<file path="config.mk">
export PLATFORM = sky130hd
export DESIGN_NAME = uart_tx_arbiter
export DESIGN_NICKNAME = d
export VERILOG_FILES = /design/src/rtl/uart_tx_arbiter.sv
export SDC_FILE = /design/constraint.sdc
export NUM_CORES = 1
export LEC_CHECK = 0
export ABC_CLOCK_PERIOD_IN_PS = 5600
export CORE_MARGIN = 2
export CORE_UTILIZATION = 40
export DETAILED_ROUTE_END_ITERATION = 12
export GPL_TIMING_DRIVEN = 0
export PLACE_DENSITY = 0.8
export SYNTH_ARGS = -nofsm -noshare
export SYNTH_HDL_FRONTEND = slang
export SYNTH_SLANG_ARGS = --single-unit
</file>
<file path="constraint.sdc">
create_clock -name clk_i -period 5.6 [get_ports clk_i]
set_input_delay 1.12 -clock clk_i [delete_from_list [all_inputs] [get_ports clk_i]]
set_output_delay 1.12 -clock clk_i [all_outputs]
set_load 0.01 [all_outputs]
</file>
<file path="src/rtl/uart_tx_arbiter.sv">
// uart_tx_arbiter: line-locked round-robin sharing of one UART TX byte path
// UART_ARB_TAG_EN prefixes every granted line with "<owner>:"
module uart_tx_arbiter #(
    parameter int NumReq        = 4,
    parameter int TimeoutCycles = 4096
) (
    input  logic                clk_i,
    input  logic                rst_ni,
    input  logic [NumReq-1:0]   req_valid_i,
    input  logic [NumReq*8-1:0] req_data_i,
    output logic [NumReq-1:0]   req_ready_o,
    output logic                tx_valid_o,
    output logic [7:0]          tx_data_o,
    input  logic                tx_ready_i,
    output logic [NumReq-1:0]   grant_o,
    output logic                busy_o
);
    localparam int IdxW = NumReq > 1 ? $clog2(NumReq) : 1;
    localparam int CntW = $clog2(TimeoutCycles + 1);
    localparam logic [1:0] IDLE   = 2'd0;
    localparam logic [1:0] LOCKED = 2'd1;
`ifdef UART_ARB_TAG_EN
    localparam logic [1:0] TAG    = 2'd2;
    localparam logic [1:0] START  = TAG;
`else
    localparam logic [1:0] START  = LOCKED;
`endif

    logic [1:0]        state;
    logic [IdxW-1:0]   owner, rr_ptr, pick, next_ptr;
    logic [CntW-1:0]   idle_cnt;
    logic [NumReq-1:0] owner_oh;
    logic [7:0]        owner_data, load_data;
    logic              can_load, accept, timeout, release_line, load;

    function automatic logic [IdxW-1:0] wrap(input logic [IdxW-1:0] base, input int k);
        int j;
        j = int'(base) + k;
        return IdxW'(j >= NumReq ? j - NumReq : j);
    endfunction

    always_comb begin
        pick = rr_ptr;
        for (int k = NumReq - 1; k >= 0; k--) begin
            if (req_valid_i[wrap(rr_ptr, k)]) pick = wrap(rr_ptr, k);
        end
    end

    assign owner_oh     = NumReq'(1) << owner;
    assign owner_data   = req_data_i[owner*8 +: 8];
    assign next_ptr     = owner == IdxW'(NumReq - 1) ? '0 : owner + IdxW'(1);
    assign can_load     = !tx_valid_o || tx_ready_i;
    assign req_ready_o  = (state == LOCKED && can_load) ? owner_oh : '0;
    assign accept       = |(req_ready_o & req_valid_i);
    assign timeout      = idle_cnt == CntW'(TimeoutCycles);
    assign release_line = state == LOCKED && ((accept && owner_data == 8'h0A) || timeout);
    assign grant_o      = state != IDLE ? owner_oh : '0;
    assign busy_o       = state != IDLE || tx_valid_o;

`ifdef UART_ARB_TAG_EN
    logic tag_cnt;
    logic tag_load;
    assign tag_load  = state == TAG && can_load;
    assign load      = accept || tag_load;
    assign load_data = accept ? owner_data : tag_cnt ? 8'h3A : 8'h30 + 8'(owner);
`else
    assign load      = accept;
    assign load_data = owner_data;
`endif

    always_ff @(posedge clk_i) begin
        if (!rst_ni) begin
            state      <= IDLE;
            owner      <= '0;
            rr_ptr     <= '0;
            idle_cnt   <= '0;
            tx_valid_o <= 1'b0;
            tx_data_o  <= 8'h00;
`ifdef UART_ARB_TAG_EN
            tag_cnt    <= 1'b0;
`endif
        end else begin
            tx_valid_o <= load || (tx_valid_o && !tx_ready_i);
            tx_data_o  <= load ? load_data : tx_data_o;
            idle_cnt   <= (state != LOCKED || accept) ? '0 :
                          (req_valid_i[owner] || timeout) ? idle_cnt : idle_cnt + CntW'(1);
            if (state == IDLE && |req_valid_i) begin
                owner <= pick;
                state <= START;
            end else if (release_line) begin
                rr_ptr <= next_ptr;
                state  <= IDLE;
            end
`ifdef UART_ARB_TAG_EN
            else if (tag_load) begin
                tag_cnt <= !tag_cnt;
                state   <= tag_cnt ? LOCKED : TAG;
            end
`endif
        end
    end
endmodule
</file>
### After elaboration in Yosys (flattened, before gate mapping)

Index checks and enable logic that the tools add are counted.

* $add $sub $neg: 9
* order comparisons: 9
* equality and inequality tests: 3
* shift-type cells: 2
* mux-type cells: 23
* bitwise gates (word level): 4
* reductions and logical operators: 19

Operator list (count)
* $shiftx A32 B6 Y8: 1
* $mux W2: 9
* $lt A2 B3 Y1 const B: 5
* $add A13 B1 Y13 const B: 1
* $eq A13 B13 Y1 const B: 1
* $bmux W1 S2: 5
* $ge A3 B3 Y1 const B: 3
* $eq A8 B4 Y1 const B: 1
* $mux W4: 2
* $reduce_or A4 Y1: 2
* $sub A2 B1 Y2 const B: 4
* $mux W1: 7
* $add A2 B2 Y3 const B: 2
* $logic_or A1 B1 Y1: 6
* $logic_and A1 B1 Y1: 5
* $and A4 B4 Y4: 1
* $shl A1 B2 Y4 const A: 1
* $add A2 B1 Y3 const B: 1
* $ge A2 B3 Y1 const B: 1
* $not A1 Y1: 3
* $add A2 B1 Y2 const B: 1
* $eq A2 B2 Y1 const B: 1
* $logic_not A1 Y1: 2
* $logic_not A2 Y1: 1
* 3 further kinds: 3

* flip-flop bits (word level): 27
* input port bits: 39
* output and inout bits: 18

### Depth between registers and ports, before layout

* depth after elaboration: 11
* gate-level depth with buffers: 10
* depth with buffers taken out: 7

### Worst setup path before layout

Ideal clock, no wire load.

* kind: input port to output port
* start point: input port tx_ready_i
* end point: output port req_ready_o[0]
* arrival time: 1.514 ns
* setup slack: 2.966 ns
* stages on the path: 2
* path buffers: 0
* cell sequence: nand2b_1 > and3_1

* longest elaborated chain between the ends: 3

RTL lines
* start, declared: line 14 `input logic tx_ready_i,`
* $logic_or A1 B1 Y1: line 52 `assign can_load = !tx_valid_o || tx_ready_i;`
* $logic_and A1 B1 Y1: line 53 `assign req_ready_o = (state == LOCKED && can_load) ? owner_oh : '0;`
* $mux W4: line 53
* end, declared: line 11 `output logic [NumReq-1:0] req_ready_o,`

No other way between the ends.

### Final worst setup path

* start point: input port tx_ready_i
* end point: output port req_ready_o[2]

The elaborated chain is that of the path after synthesis.

==> results.cfg <==
[pwr]
powerDensity_nw_per_um2 = 180
total_leakage_power_nw = 0.872
peakVddDrop_mv = 0.113

[critical_path]
arrival_ns = 2.54
cp_slowest_cell = clkdlybuf4s50_1
cp_common_cell = clkdlybuf4s50_1
crit_required_ns = 4.48
end_kind = primary output
startpoint_type = primary input
cpLargestDelayFamily = buffers and inverters
worst-path-buf-inv = 2
cp_max_fo = 6
cpPeakStageDelay_ns = 0.54
path_cells = clkdlybuf4s50_1, nand2b_1, and3_1, clkdlybuf4s50_1
critical_path_class = primary input to primary output

[drt]
vias = 1440
first_pass_iters = 6
finalWirelength_um = 3770
route.detailed.vias_per_inst = 5.24
drc = 0
ant_nets = 0
drt_first_iter_violations = 24
drt-wirelength-per-cell_um = 13.7

[global_route]
grt_max_degree = 16
grt_usage_pct = 18.0
grt_pass1_vias = 1453
grt-ovfl-total = 0
grt_pass1_wl_um = 6330
antenna_found_initial = 0

[clock_tree]
cts_tree = built
cts_hold_buffers = 0
post-cts-setup-buffer-count = 0
cts_root_buffer = clkbuf_8
cts_max_level = 1
path_clk_slew_ns = 0.10
clock_sinks = 27
cts.repair.resized = 0
cts_max_path_buffers = 2
clk_latency_ns = 0.27
cts-buffers-inserted = 3

[synth]
synthArstFlopShare_pct = 0
syn_inst = 165
synth-main-ff-cell = dfxtp_1
synth_edf_count = 0
yosys_warnings = 0
synth_cell_types = 40
synth_area_um2 = 1620
synthesis.nets = 210
avgSynthCellArea_um2 = 9.83
synth_seq_area_share_pct = 33.3
ys_ff_latch = 27

[cells_and_area]
syn_to_final_growth_pct = 41.3
finalNonFillerCells = 275
stdcell_area_um2 = 2290
final_util_pct = 58.1
final_nets = 271
n_antenna_cell = 0
drive_above_1_share_pct = 6.22

[die]
start_util_pct = 41.1
die-area_um2 = 4580
num_io_pins = 57
die_y_um = 67.7
core-area_um2 = 3940
die_w_um = 67.7
rows = 23

[placed_design]
dp_hpwl_um = 3060
numPortBuffers = 56
place_area_um2 = 2240
gp_congestion = 0.803
place_inst = 271
pre_cts_ws_ns = 1.94

[timing]
maxSlewViolCount = 0
setup_viol = 0
fin_setup_tns_ns = 0
slew_headroom_pct = 57.9
skew_ns = 0.00551
timing.fmax_mhz = 273
rsz0062_at_grt = no
fin_ws_ns = 1.94
min_period_over_period_pct = 65.3
fin_crit_ns = 3.66
worst_pin_slew_ns = 0.630
hold_viol_final = 0

[status]
status = completed

[job]
cap_viol_max_count = 0

[hold_path]
min_path_type = register to register
[path summary, 6_finish.rpt]
check | start | endpoint | slack [ns] | cells past startpoint
hold / removal | rr_ptr[0] | rr_ptr[0] | 0.50 | 2
setup / recovery | tx_ready_i | req_ready_o[2] | 1.94 | 4
setup reg to reg | owner[1] | idle_cnt[5] | 2.94 | 10
hold reg to reg | rr_ptr[0] | rr_ptr[0] | 0.50 | 2
[logic make-up after synthesis]
| family | synth area share [%] |
|---|---|
| mux | 20.5 |
| buf+inv | 4.24 |
| compound gates | 9.57 |
| xor+xnor | 6.48 |
| flops | 33.3 |
| fa+ha+maj | 4.63 |
| simple gates | 21.2 |
[area by class of cell]
| cell class | count | area (um2) |
|---|---|---|
| clock inverters | 1 | 5.00 |
| flip-flops and latches | 27 | 541 |
| inverters | 10 | 37.5 |
| fillers | 340 | 1650 |
| multi-input cells | 122 | 1010 |
| plain buffers | 6 | 31.3 |
| well taps | 50 | 62.6 |
| clock buffers | 3 | 41.3 |
| repair buffers | 56 | 561 |
[cells in the final DEF, fill, tap and decap left out, drive strengths merged]
| master | instances |
|---|---|
| clkdlybuf4s50 | 56 |
| mux2i | 10 |
| clkinv | 1 |
| dfxtp | 27 |
| and2 | 4 |
| nor4b | 2 |
| or3 | 1 |
| clkbuf | 6 |
| o21ai | 4 |
| o221ai | 1 |
| and4bb | 1 |
| nand3 | 6 |
| o22ai | 1 |
| mux4 | 9 |
| a21bo | 1 |
| and3 | 4 |
| buf | 3 |
| xor2 | 9 |
| xnor2 | 3 |
| ha | 6 |
| nor2b | 1 |
| nand2 | 7 |
| o211ai | 2 |
| nand4 | 5 |
| or2 | 1 |
| a31oi | 1 |
| a21oi | 7 |
| nor2 | 25 |
| inv | 10 |
| nor4 | 3 |
| and4 | 2 |
| a22oi | 2 |
| nand2b | 1 |
| nor3b | 1 |
| a2111oi | 1 |
| a211oi | 1 |
[synthesized netlist by cell type (2+ instances only)]
| master | number | share of area [%] |
|---|---|---|
| a21oi_1 | 6 | 1.9 |
| a22oi_1 | 2 | 0.93 |
| and2_1 | 4 | 1.5 |
| and3_1 | 4 | 1.5 |
| and4_1 | 2 | 1.1 |
| clkbuf_1 | 3 | 0.69 |
| dfxtp_1 | 27 | 33 |
| ha_1 | 6 | 4.6 |
| inv_1 | 10 | 2.3 |
| mux2i_1 | 10 | 6.2 |
| mux4_1 | 8 | 13 |
| nand2_1 | 7 | 1.6 |
| nand3_1 | 6 | 1.9 |
| nand4_1 | 4 | 1.5 |
| nor2_1 | 25 | 5.8 |
| nor4_1 | 2 | 0.77 |
| nor4b_1 | 2 | 1.1 |
| o211ai_1 | 2 | 0.93 |
| o21ai_0 | 4 | 1.2 |
| xnor2_1 | 3 | 1.6 |
| xor2_1 | 9 | 4.9 |
[worst reg2reg max path: cells and delay by family, from the launching register on]
family,cells,cell delay [ns]
buffers and inverters,4,1.12
AOI/OAI and AO/OA,1,0.33
DFF,1,0.41
adders and majority gates,1,0.23
and+or+nand+nor,4,0.51
[metal layers]
layer	wire (um)	up-vias	global-route usage (%)
met5	0	-	0
met4	53	0	5.61
met3	197	6	3.67
met2	1940	48	32.8
met1	1580	666	20.8
li1	-	720	-
[metrics by stage]
step                      total power [mW]  hold WS (ns)
after floorplan                      0.253         0.461
after global placement               0.303         0.477
after detailed placement             0.305         0.490
after CTS                            0.417         0.508
after global routing                 0.434         0.530
final                                0.412         0.503
[power by group]
| part | total (mW) | switching (mW) | leakage, nW | internal (mW) |
|---|---|---|---|---|
| clock network | 0.112 | 0.0620 | 0.0255 | 0.0499 |
| registers | 0.203 | 0.00494 | 0.219 | 0.198 |
| logic | 0.0970 | 0.0378 | 0.627 | 0.0592 |
| total | 0.412 | 0.105 | 0.872 | 0.307 |
[state kept, by name, summed over array words and instances, names as in the netlist]
name,cells
idle_cnt,13
tx_data_o,8
owner,2
rr_ptr,2
state,1
tx_valid_o,1
No activity file was read; power rests on OpenSTA's default activity.
